<file path="src/rtl/sn_pkg.sv">
// Shared types and constants for the stochastic stream decoder.
package sn_pkg;

   typedef enum logic [0:0] {
      IDLE = 1'b0,
      ACC  = 1'b1
   } state_t;

   // log2 of the shortest window (N = 8 by default)
   localparam int unsigned MIN_WIN_LOG2 = 3;

   localparam int CNT_W = 7;   // ones / bit counter width (0..64)
   localparam int RES_W = 8;   // formatted result width
   localparam int LOG_W = 3;   // width of log2(N)

   // log2 of the window length selected by win_sel
   function automatic logic [LOG_W-1:0] win_log2(input int unsigned min_log2,
                                                 input logic [1:0] sel);
      return LOG_W'(min_log2) + LOG_W'(sel);
   endfunction

   // window length N from its log2
   function automatic logic [CNT_W-1:0] win_len(input logic [LOG_W-1:0] log2n);
      return CNT_W'(1) << log2n;
   endfunction

endpackage

</file>
<file path="src/rtl/sn_stream_decoder_if.sv">
// Stream-in / result-out bundle of the stochastic stream decoder.
//
// Handshake: the input stream has no backpressure; a bit is taken on every
// rising edge where sn_valid=1. On the result side a transfer happens on a
// rising edge where out_valid=1 and out_ready=1; while out_valid=1 and
// out_ready=0 the result fields are held stable and out_valid stays high.
interface sn_stream_decoder_if;
   import sn_pkg::*;

   logic             sn_bit;
   logic             sn_valid;
   logic             out_ready;
   logic             out_valid;
   logic [CNT_W-1:0] ones_cnt;
   logic [RES_W-1:0] bipolar;
   logic [RES_W-1:0] unipolar_q8;
   logic [1:0]       res_sel;
   logic             lost;

   // stimulus / consumer side
   modport master (
      output sn_bit, sn_valid, out_ready,
      input  out_valid, ones_cnt, bipolar, unipolar_q8, res_sel, lost
   );

   // decoder side
   modport slave (
      input  sn_bit, sn_valid, out_ready,
      output out_valid, ones_cnt, bipolar, unipolar_q8, res_sel, lost
   );

endinterface

</file>
<file path="src/rtl/sn_window_counter.sv">
// Counts valid bits and ones inside one window; pulses done on the Nth bit.
module sn_window_counter
   import sn_pkg::*;
(
   input  logic             clk,
   input  logic             rst,
   input  logic             clr,
   input  logic             inc,
   input  logic             sn_bit,
   input  logic [LOG_W-1:0] n_log2,
   output logic             done,
   output logic [CNT_W-1:0] ones_total
);

   logic [CNT_W-1:0] bit_cnt;
   logic [CNT_W-1:0] ones_cnt;
   logic [CNT_W-1:0] last_idx;

   assign last_idx   = win_len(n_log2) - CNT_W'(1);
   // ones count including the bit being accepted this cycle
   assign ones_total = ones_cnt + CNT_W'(sn_bit);
   assign done       = inc && (bit_cnt == last_idx);

   // counters: restart after the completing bit so windows run back-to-back
   always_ff @(posedge clk) begin
      if (rst || clr || done) begin
         bit_cnt  <= '0;
         ones_cnt <= '0;
      end else if (inc) begin
         bit_cnt  <= bit_cnt + CNT_W'(1);
         ones_cnt <= ones_total;
      end
   end

endmodule

</file>
<file path="src/rtl/sn_stream_decoder.sv">
// Decodes a stochastic bitstream into ones count, bipolar and unipolar values
// over windows of 8/16/32/64 bits, with a held valid/ready result register.
module sn_stream_decoder #(
   parameter int unsigned MIN_WIN_LOG2 = sn_pkg::MIN_WIN_LOG2
) (
   input  logic                clk,
   input  logic                rst_n,      // active-high despite the name
   input  logic                en,
   input  logic                clear,
   input  logic [1:0]          win_sel,
   sn_stream_decoder_if.slave  bus,
   output sn_pkg::state_t      state
);

   logic [1:0]                     win_lat;
   logic [sn_pkg::LOG_W-1:0]       n_log2;
   logic                           inc;
   logic                           cnt_clr;
   logic                           done;
   logic [sn_pkg::CNT_W-1:0]       ones_total;
   logic [8:0]                     uni_wide;
   logic [sn_pkg::RES_W-1:0]       uni_next;
   logic [sn_pkg::RES_W-1:0]       bip_next;

   assign n_log2  = sn_pkg::win_log2(MIN_WIN_LOG2, win_lat);
   assign inc     = (state == sn_pkg::ACC) && en && !clear && bus.sn_valid;
   // leaving ACC (en=0) or clear discards the partial window
   assign cnt_clr = clear || !en;

   sn_window_counter u_cnt (
      .clk        (clk),
      .rst        (rst_n),
      .clr        (cnt_clr),
      .inc        (inc),
      .sn_bit     (bus.sn_bit),
      .n_log2     (n_log2),
      .done       (done),
      .ones_total (ones_total)
   );

   // format the completing window: unipolar = ones*256/N (sat), bipolar = 2*ones-N
   always_comb begin
      uni_wide = 9'(ones_total) << (4'd8 - 4'(n_log2));
      uni_next = uni_wide[8] ? 8'hFF : uni_wide[7:0];
      bip_next = sn_pkg::RES_W'({ones_total, 1'b0}) - sn_pkg::RES_W'(sn_pkg::win_len(n_log2));
   end

   // control FSM: IDLE/ACC and window-length latch
   always_ff @(posedge clk) begin
      if (rst_n) begin
         state   <= sn_pkg::IDLE;
         win_lat <= 2'd0;
      end else if (clear) begin
         win_lat <= win_sel;
      end else begin
         case (state)
            sn_pkg::IDLE: begin
               if (en) begin
                  state   <= sn_pkg::ACC;
                  win_lat <= win_sel;
               end
            end
            sn_pkg::ACC: begin
               if (!en) begin
                  state <= sn_pkg::IDLE;
               end else if (done) begin
                  win_lat <= win_sel;
               end
            end
            default: state <= sn_pkg::IDLE;
         endcase
      end
   end

   // result register: load on completion unless a held result is blocked
   always_ff @(posedge clk) begin
      if (rst_n) begin
         bus.out_valid   <= 1'b0;
         bus.ones_cnt    <= '0;
         bus.bipolar     <= '0;
         bus.unipolar_q8 <= '0;
         bus.res_sel     <= 2'd0;
         bus.lost        <= 1'b0;
      end else if (clear) begin
         bus.out_valid <= 1'b0;
         bus.lost      <= 1'b0;
      end else if (done) begin
         if (!bus.out_valid || bus.out_ready) begin
            bus.out_valid   <= 1'b1;
            bus.ones_cnt    <= ones_total;
            bus.bipolar     <= bip_next;
            bus.unipolar_q8 <= uni_next;
            bus.res_sel     <= win_lat;
         end else begin
            bus.lost <= 1'b1;
         end
      end else if (bus.out_valid && bus.out_ready) begin
         bus.out_valid <= 1'b0;
      end
   end

endmodule
</file>
<file path="src/flat_wrapper.sv">
// flat-port wrapper written by rule: the top's interface ports become plain ports
module sn_stream_decoder_flat 
#(
   parameter int unsigned MIN_WIN_LOG2 = sn_pkg::MIN_WIN_LOG2
)
  (clk, rst_n, en, clear, win_sel, state, bus_sn_bit, bus_sn_valid, bus_out_ready, bus_out_valid, bus_ones_cnt, bus_bipolar, bus_unipolar_q8, bus_res_sel, bus_lost);
  sn_stream_decoder_if bus_i ();
  input  logic clk;
  input  logic rst_n;
  input  logic en;
  input  logic clear;
  input  logic [1:0] win_sel;
  output sn_pkg::state_t state;
  input wire logic [$bits(bus_i.sn_bit)-1:0] bus_sn_bit;
  input wire logic [$bits(bus_i.sn_valid)-1:0] bus_sn_valid;
  input wire logic [$bits(bus_i.out_ready)-1:0] bus_out_ready;
  output wire logic [$bits(bus_i.out_valid)-1:0] bus_out_valid;
  output wire logic [$bits(bus_i.ones_cnt)-1:0] bus_ones_cnt;
  output wire logic [$bits(bus_i.bipolar)-1:0] bus_bipolar;
  output wire logic [$bits(bus_i.unipolar_q8)-1:0] bus_unipolar_q8;
  output wire logic [$bits(bus_i.res_sel)-1:0] bus_res_sel;
  output wire logic [$bits(bus_i.lost)-1:0] bus_lost;
  assign bus_i.sn_bit = bus_sn_bit;
  assign bus_i.sn_valid = bus_sn_valid;
  assign bus_i.out_ready = bus_out_ready;
  assign bus_out_valid = bus_i.out_valid;
  assign bus_ones_cnt = bus_i.ones_cnt;
  assign bus_bipolar = bus_i.bipolar;
  assign bus_unipolar_q8 = bus_i.unipolar_q8;
  assign bus_res_sel = bus_i.res_sel;
  assign bus_lost = bus_i.lost;
  sn_stream_decoder #(.MIN_WIN_LOG2(MIN_WIN_LOG2)) u_core (.clk(clk), .rst_n(rst_n), .en(en), .clear(clear), .win_sel(win_sel), .bus(bus_i), .state(state));
endmodule
</file>
<file path="config.mk">
export PLATFORM = sky130hd
export DESIGN_NAME = sn_stream_decoder_flat
export DESIGN_NICKNAME = d
export VERILOG_FILES = /design/src/rtl/sn_pkg.sv /design/src/rtl/sn_stream_decoder_if.sv /design/src/rtl/sn_window_counter.sv /design/src/rtl/sn_stream_decoder.sv /design/src/flat_wrapper.sv
export SDC_FILE = /design/constraint.sdc
export NUM_CORES = 1
export LEC_CHECK = 0
export BUFFER_PORTS_ARGS = -buffer_cell sky130_fd_sc_hd__buf_4
export CORE_UTILIZATION = 55
export CTS_CLUSTER_DIAMETER = 100
export DETAILED_ROUTE_END_ITERATION = 8
export PLACE_DENSITY = 0.82
export SLEW_MARGIN = 25
export SYNTH_ARGS = -nofsm -noshare
export SYNTH_HDL_FRONTEND = slang
export SYNTH_SLANG_ARGS = --single-unit
</file>
<file path="constraint.sdc">
create_clock -name clk -period 3.28 [get_ports clk]
set_input_delay 0.656 -clock clk [delete_from_list [all_inputs] [get_ports clk]]
set_output_delay 0.656 -clock clk [all_outputs]
set_load 0.01 [all_outputs]
</file>
After elaboration in Yosys (flattened, before gate mapping)
Index checks and enable logic that the tools add are counted.
{ "totals": {"regBits": 44, "latchBits": 0, "ramBits": 0, "mem_bits_ro": 0, "inputBits": 9, "output_inout_bits": 28, "memories": 0} }
{ "classes": {"addsub": 6, "n_mul": 0, "n_div": 0, "magnitude_cmp": 0, "n_eq_ne": 5, "shifts": 2, "n_mux": 10, "n_bitwise": 3, "reduce_logical": 18} }
{ "ops": {"columns": ["cell", "count"], "rows": [
  ["!= test 3 bit (second input constant)", 3],
  ["<< shifter 7 x 4 -> 9 bit", 1],
  ["2-to-1 mux 2 bit", 4],
  ["2-to-1 mux 8 bit", 1],
  ["subtractor 8 x 7 -> 8 bit", 1],
  ["adder 7 x 1 -> 7 bit", 1],
  ["adder 7 x 1 -> 7 bit (second input constant)", 1],
  ["equality test 7 bit", 1],
  ["<< shifter 1 x 3 -> 7 bit (first input constant)", 1],
  ["subtractor 7 x 1 -> 7 bit (second input constant)", 1],
  ["AND reduction 3 bit", 2],
  ["logical AND 1 bit", 5],
  ["logical OR 1 bit", 4],
  ["2-to-1 mux 1 bit", 4],
  ["one-hot mux 2 bit (2 select lines)", 1],
  ["AND reduction 2 bit", 2],
  ["subtractor 4 x 3 -> 4 bit (first input constant)", 1],
  ["adder 2 x 2 -> 3 bit (first input constant)", 1],
  ["logical NOT 1 bit", 3],
  ["inverter 1 bit", 3],
  ["!= test 2 x 1 -> 1 bit (second input constant)", 1],
  ["nonzero test 2 bit", 1],
  ["OR reduction 2 bit", 1]
]} }

Depth between registers and ports, before layout
Gate-level depths: netlist of the first run.
{ "depth": {"word_depth": 9, "ltp_mapped": 14, "ltp_nobuf": 11} }

Modules after synthesis
A second synthesis of the first run with hierarchy kept.
{ "hier_totals": {"cells_unflattened": 322, "area_unflattened_um2": 2750.1} }
{ "modules_own_cells": {"columns": ["mod", "n_inst", "cells_each", "area_each_um2", "seq_area_each_um2"], "rows": [
  ["sn_stream_decoder", 1, 221, 1725.4, 600.6],
  ["sn_window_counter", 1, 101, 1024.7, 280.3]
]} }

Worst setup path before layout of the first run
No wires, ideal clock.
{ "synth_path": {"kind": "register to register", "startpoint": "reg u_core.win_lat[0]", "endpoint": "reg u_core.bus.bipolar[6]", "setup_time_ns": 0.060, "t_arrival_ns": 2.783, "required_time_ns": 3.220, "setup_slack_ns": 0.437, "stages_incl_launch_ff": 12, "path_buffers": 1, "synth_period_minus_slack_ns": 2.843, "cell_sequence": "dfxtp_1 buf_2 clkinv_1 ha_1 ha_1 fa_1 nor2b_1 o21ai_0 a21boi_0 o21ai_0 a2111oi_2 a311o_1"} }
{ "synth_between": {"elab_chain_cells": 6} }
{ "synth_lines": {"columns": ["item", "line_no", "text"], "rows": [
  ["start, declared", "sn_stream_decoder.sv:15", "logic [1:0] win_lat;"],
  ["start signal, assigned", "sn_stream_decoder.sv:54", "win_lat <= win_sel;"],
  ["start signal, assigned", "sn_stream_decoder.sv:60", "win_lat <= win_sel;"],
  ["start signal, assigned", "sn_stream_decoder.sv:67", "win_lat <= win_sel;"],
  ["adder 2 x 2 -> 3 bit *", "sn_pkg.sv:19", "return LOG_W'(min_log2) + LOG_W'(sel);"],
  ["<< shifter 1 x 3 -> 7 bit *", "sn_pkg.sv:24", "return CNT_W'(1) << log2n;"],
  ["subtractor 7 x 1 -> 7 bit", "sn_window_counter.sv:19", "assign last_idx = win_len(n_log2) - CNT_W'(1);"],
  ["equality test 7 bit", "sn_window_counter.sv:22", "assign done = inc && (bit_cnt == last_idx);"],
  ["logical AND 1 bit", "sn_window_counter.sv:22", null],
  ["AND reduction 3 bit (no source line)", null, null],
  ["end signal, assigned", "sn_stream_decoder.sv:91", "bus.bipolar <= bip_next;"],
  ["end, declared", "sn_stream_decoder_if.sv:29", "output out_valid, ones_cnt, bipolar, unipolar_q8, res_sel, lost"]
]} }
Every way passes the cells marked *; elsewhere a longest branch is shown, timed or not.
A chain may end at the register's enable or synchronous reset.

Worst setup path in the final report of the first run
{ "layout_path": {"startpoint": "reg u_core.win_lat[0]", "endpoint": "reg u_core.u_cnt.bit_cnt[0]"} }
{ "layout_between": {"elab_chain_cells": 6} }
{ "layout_lines": {"columns": ["item", "line_no", "text"], "rows": [
  ["adder 2 x 2 -> 3 bit", "sn_pkg.sv:19", null],
  ["<< shifter 1 x 3 -> 7 bit", "sn_pkg.sv:24", null],
  ["subtractor 7 x 1 -> 7 bit", "sn_window_counter.sv:19", null],
  ["equality test 7 bit", "sn_window_counter.sv:22", null],
  ["logical AND 1 bit", "sn_window_counter.sv:22", null],
  ["logical OR 1 bit", "sn_window_counter.sv:26", "if (rst || clr || done) begin"],
  ["end signal, assigned", "sn_window_counter.sv:30", "bit_cnt <= bit_cnt + CNT_W'(1);"],
  ["end, declared", "sn_window_counter.sv:15", "logic [CNT_W-1:0] bit_cnt;"]
]} }
No other way between the ends.

==> flow_summary.yaml, run 1 <==
run_status:
  outcome: "finished, final reports clean"
layout:
  area_delta_synth_final_pct: 16.58
  layout_common_cells: "nand2_1 (56), buf_4 (49), dfxtp_1 (44), nor2_1 (39), a21oi_1 (21)"
  multi_input_area_sq_mm: 0.001764
  antennaDiodeCount: 0
  seqCellArea_sq_um: 880.8
  drive_gt1_share_pct: 18.44
  layout.cells.non_filler: 452
  nets: 412
  post-route-util_pct: 67.92
  fillCellCount: 413
  final_common_cell: "nand2_1"
drt:
  antenna_left: 0
  wl_um: 6554
  first_pass_iters: 4
  routed_via_density: 5.712
  wl_per_cell_um: 14.50
  drc: 0
  drt_iter0_markers: 193
  vias: 2582
yosys:
  synth_nets: 375
  synthTopCellsByArea: "dfxtp_1 (31%), ha_1 (8.0%), nand2_1 (7.5%)"
  ys_types: 54
  ys_ff_latch: 44
  synth.top_cell.area_share_pct: 31.39
  syn-cell-area_sq_mm: 0.002806
  syn_area_per_cell_sq_um: 8.088
  seq_area_frac_synth_pct: 31.39
  yosys_warnings: 0
  synth_top_area_cell: "dfxtp_1"
  synthCells: 347
timing:
  hold_viol_final: 0
  skew_ns: 0.01029
  fmax_mhz: 333.0
  rsz0062_at_grt: "false"
  maxSlewHeadroom_pct: 62.33
  setup_tns_ns: 0
  min_period_over_period_pct: 91.57
  min_period_ns: 3.003
  fin_hold_ws_ns: 0.4580
  tightest_slew_ns: 0.5639
  setup_violations: 0
  final_max_slew_viol_count: 0
die:
  ios: 37
  die_width_um: 73.43
  rows: 25
  start_util_pct: 58.26
  die-area_sq_mm: 0.005392
  fp.dieH_um: 73.43
  core_area_sq_mm: 0.004817
clocking:
  clk_pin_slew_ns: 0.09
  ctsResizeCount: 0
  hold_buffers: 0
  clock_path_buffers: 2
  cts_root_buf: "clkbuf_8"
  cts_setup_buffers: 0
  clock_sinks: 44
  clock_latency_ns: 0.29
  cts_tree: "built"
  numCtsBuffers: 5
  htreeDepth: 2
setup_path:
  cp_cell_sequence: "clkinv_1, ha_1, ha_1, inv_1, ha_1, xnor2_1, nor3b_1, nand2_1, nand3_1, nor2_1"
  cpPeakStageDelay_ns: 0.49
  cp.arrival_ns: 3.16
  slowest_stage: "nor3b_1"
  critPathKind: "flip-flop to flip-flop"
  timing.critical_path.from: "u_core.win_lat[0]"
  start_kind: "flip-flop"
  crit_family: "simple AND/OR/NAND/NOR gates"
  cp_max_fo: 14
  reg2reg_slack_ns: 0.28
  worst-path-buf-inv: 2
  cp_num_cells: 10
  crit_end: "u_core.u_cnt.bit_cnt[0]"
  cp-end-kind: "flip-flop"
  r2r-end: "u_core.u_cnt.bit_cnt[0]"
  cp.required_ns: 3.44
  r2r_cells: 10
  crit_top_cell: "ha_1"
  r2r_start: "u_core.win_lat[0]"
place:
  routabilityCongestion: 0.9398
  portBuffers: 36
  dp_hpwl_um: 4846
  placedCellCount: 444
power_and_ir_drop:
  vdd_drop_max_mv: 0.2643
  power.leakage_nw: 1.245
  p_per_area_mw_per_mm2: 360.7
  power.total_w: 0.001180
grt:
  grt_max_degree: 32
  grt_pass1_wl_um: 10840
  grt_pass1_vias: 2414
  grt_overflow_total: 0
  antenna_found_initial: 0
  grt.total_usage_pct: 25.97
worst_hold_path:
  min_path_type: "flip-flop to flip-flop"
job:
  cap_violations: 0
synthesized netlist by cell type, drive strengths merged:
cell type	n
nand2	56
dfxtp	44
nor2	39
a21oi	21
ha	18
xnor2	17
buf	16
a211oi	12
inv	12
nor3	11
o21ai	11
nand3	10
xor2	10
nor3b	7
nand4	5
and2	4
mux2i	4
nor2b	4
o32ai	4
a31oi	3
clkbuf	3
o21a	3
or3	3
a21boi	2
a311o	2
and3	2
nand2b	2
o2111ai	2
o211ai	2
o221ai	2
o22ai	2
or2	2
a2111oi	1
a21o	1
a2bb2oi	1
a32o	1
and4b	1
clkinv	1
fa	1
mux2	1
nand3b	1
nand4b	1
or3b	1
or4	1
where the power goes:
group          internal, W  switching (W)  total (W)
sequential        0.000536     0.00000256   0.000539
combinational    0.0000776       0.000110   0.000187
clock             0.000269       0.000186   0.000454
total             0.000883       0.000298    0.00118
kinds of logic (layout without fill, tap and decap cells):
family	count (synthesis)	in the layout	synth area share [%]
AND/OR/NAND/NOR	150	150	25.73
flip-flops	44	44	31.39
AO/OA/AOI/OAI	70	70	17.61
buffers and inverters	32	70	5.751
XOR/XNOR	27	27	8.961
multiplexers	5	5	1.828
adder cells (fa/ha/maj)	19	19	8.738
worst min-delay path, delay by kind of cell (launching register included):
kind	cells	cell delay, ns
DFF	1	0.32
AOI/OAI and AO/OA	1	0.05
and+or+nand+nor	1	0.05
state kept, by name, indices dropped and copies added, names as in the netlist, 2 cells and up:
name	flops
u_core.u_cnt.ones_cnt	7
u_core.bus.unipolar_q8	8
u_core.u_cnt.bit_cnt	7
u_core.win_lat	2
u_core.bus.bipolar	8
u_core.bus.res_sel	2
u_core.bus.ones_cnt	7
cell type report:
class | count | share of cell area (%)
multi-input cells | 271 | 53.92
flip-flops and latches | 44 | 26.92
repair buffers | 49 | 11.24
clock buffers | 7 | 2.945
well taps | 67 | 2.562
inverters | 13 | 1.491
clock inverters | 1 | 0.9178
stage by stage:
stage / worst slack (ns) / instance area [sq um]
finish: 0.2767 / 3272
global route: 0.06094 / 3272
CTS: 0.3158 / 3272
detailed placement: 0.2408 / 3146
global placement: 0.2876 / 3146
floorplan: 0.4372 / 2806
worst min-delay path by stage:
stage	from	endpoint	slack (ns)	depth (start not counted)
floorplan	u_core.u_cnt.ones_cnt[0]	u_core.u_cnt.ones_cnt[0]	0.44	2
global route	u_core.bus.bipolar[3]	u_core.bus.bipolar[3]	0.49	2
global placement	u_core.bus.ones_cnt[0]	u_core.bus.ones_cnt[0]	0.44	2
detailed placement	u_core.bus.ones_cnt[4]	u_core.bus.ones_cnt[4]	0.45	2
finish	u_core.bus.res_sel[0]	u_core.bus.res_sel[0]	0.46	2
CTS	u_core.bus.res_sel[0]	u_core.bus.res_sel[0]	0.46	2
per-layer routing:
layer / part of all wire, % / wire (um) / up-vias / track usage (%)
met5: 0 / 0 / - / 0
met4: 2.4 / 159 / 0 / 10.90
met3: 4.9 / 324 / 16 / 5.075
met2: 50 / 3246 / 86 / 44.24
met1: 43 / 2824 / 1206 / 32.00
li1: - / - / 1274 / -
No activity file was read; power rests on OpenSTA's default activity.
==> run 2: changes to the inputs <==
--- a/config.mk
+++ b/config.mk
@@ -10,6 +10,7 @@
 export CTS_CLUSTER_DIAMETER = 100
 export DETAILED_ROUTE_END_ITERATION = 8
 export PLACE_DENSITY = 0.82
+export SETUP_SLACK_MARGIN = 0.5
 export SLEW_MARGIN = 25
 export SYNTH_ARGS = -nofsm -noshare
 export SYNTH_HDL_FRONTEND = slang
==> run 2 against run 1 <==
  * Cell count fell by 0.22%
  * First-iteration DRC count is 2.6% lower
  * Wire length increased by 0.50%
  * Flip-flop and latch count unchanged
  * Largest power group unchanged
  * Non-clock buffer count shrank 1
  * Cell area rose by 1.3%
  * Largest cell class unchanged
==> flow_summary.yaml, run 2 (synthesized netlist as in run 1, its figures left out) <==
layout:
  seqCellArea_sq_um: 882.1
  antennaDiodeCount: 0
  final_common_cell: "nand2_1"
  nets: 411
  fillCellCount: 404
  layout_common_cells: "nand2_1 (56), buf_4 (47), dfxtp_1 (43), nor2_1 (39), a21oi_1 (21)"
  top_regs: "u_core.bus.bipolar (8), u_core.bus.unipolar_q8 (8)"
  multi_input_area_sq_mm: 0.001824
  fin_area_sq_mm: 0.003316
  drive_gt1_share_pct: 21.35
  area_delta_synth_final_pct: 18.15
die:
  die-area_sq_mm: 0.005392
  fp.dieH_um: 73.43
  die_width_um: 73.43
  start_util_pct: 58.26
  rows: 25
  ios: 37
  core_area_sq_mm: 0.004817
drt:
  wl_um: 6587
  routed_via_density: 5.758
  drc: 0
  drt_iter0_markers: 188
  first_pass_iters: 4
  wl_per_cell_um: 14.61
  vias: 2597
  antenna_left: 0
clocking:
  clock_path_buffers: 2
  cts_tree: "built"
  clock_sinks: 44
  numCtsBuffers: 5
  clock_latency_ns: 0.30
  hold_buffers: 0
  clk_pin_slew_ns: 0.09
  htreeDepth: 2
  cts_root_buf: "clkbuf_8"
power_and_ir_drop:
  p_int_w: 0.0008395
  vdd_drop_max_mv: 0.2771
  clkPwrFrac_pct: 36.3
  p_per_area_mw_per_mm2: 344.1
  power.total_w: 0.001141
  power.leakage_nw: 1.234
  swShare_pct: 26.42
  p_comb_share_pct: 16.5
  power.switching_w: 0.0003015
  pwr-share-seq_pct: 47.3
timing:
  maxSlewHeadroom_pct: 57.28
  setup_tns_ns: 0
  tightest_slew_ns: 0.6385
  hold_viol_final: 0
  rsz0062_at_grt: "true"
  min_period_ns: 2.706
  fmax_mhz: 369.6
  setup_violations: 0
  skew_ns: 0.007749
  final_max_slew_viol_count: 0
  min_period_over_period_pct: 82.49
job:
  cap_violations: 0
setup_path:
  cp_max_fo: 5
  cp.required_ns: 3.47
  start_kind: "flip-flop"
  cp.arrival_ns: 2.90
  critPathKind: "flip-flop to flip-flop"
  cp-end-kind: "flip-flop"
place:
  routabilityCongestion: 0.9286
  dp_hpwl_um: 4783
  portBuffers: 36
  place_area_sq_mm: 0.003132
grt:
  grt_pass1_wl_um: 10790
  antenna_found_initial: 0
  grt_overflow_total: 0
  grt_pass1_vias: 2385
  grt_max_degree: 32
  grt.total_usage_pct: 26.05
run_status:
  outcome: "finished, final reports clean"
worst_hold_path:
  min_path_type: "flip-flop to flip-flop"
run 2: cell types whose count changed in the layout (fill, tap and decap cells not counted), sizes merged:
cell	delta
clkbuf	-2
buf	-1
clkinv	+1
clkinvlp	+1
run 2: final timing paths:
kind	from	to	slack, ns	cells after the start
setup reg to reg	u_core.win_lat[1]	u_core.bus.bipolar[6]	0.57	11
hold / removal	u_core.bus.bipolar[2]	u_core.bus.bipolar[2]	0.46	2
setup / recovery	u_core.win_lat[1]	u_core.bus.bipolar[6]	0.57	11
hold reg to reg	u_core.bus.bipolar[2]	u_core.bus.bipolar[2]	0.46	2
run 2: timing repair:
| item | in CTS | in global routing |
|---|---|---|
| pin swaps | 0 | 1 |
| setup buffers | 0 | 1 |
| endpoints found under the setup margin | 36 | 24 |
| gates resized for setup | 7 | 10 |
run 2: cell type report:
type	instances	area share (%)
sequential	44	26.60
tap	67	2.528
clock buffer	5	2.075
clock inverter	3	1.283
timing repair buffer	48	10.98
multi-input combinational	271	55.02
inverter	13	1.509
run 2: critical path: stages (launching register included):
cell     delay [ns]
dfxtp_1        0.32
inv_1          0.10
ha_2           0.26
ha_2           0.28
inv_1          0.07
ha_1           0.22
xnor2_2        0.22
xnor2_2        0.12
o32ai_4        0.32
and3_2         0.28
nor3b_1        0.06
a311o_1        0.33
run 2: per-layer routing:
metal	track usage [%]	routed length (um)	part of all wire [%]
met4	11.75	225	3.4
met1	31.61	2864	43
met3	5.213	376	5.7
met5	0	0	0
met2	44.44	3120	47
run 2: metrics by stage:
| step | std cells | hold slack [ns] | util, % | worst slack, ns |
|---|---|---|---|---|
| floorplan | 347 | 0.4400 | - | 0.5691 |
| global placement | 442 | 0.4406 | 65.01 | 0.3001 |
| detailed placement | 442 | 0.4477 | 65.01 | 0.2293 |
| CTS | 450 | 0.4605 | 67.74 | 0.5530 |
| global route | 451 | 0.4885 | 68.83 | 0.4555 |
| finish | 451 | 0.4589 | 68.83 | 0.5745 |
run 2: power by group through the flow:
stage	sequential (W)	clock [W]	combinational (W)
4_1_cts	0.000539	0.000423	0.000181
3_3_place_gp	0.000551	0	0.000176
6_report	0.000539	0.000414	0.000188
5_1_grt	0.000539	0.000438	0.000207
2_1_floorplan	0.000552	0	0.000137
3_5_place_dp	0.000551	0	0.000177
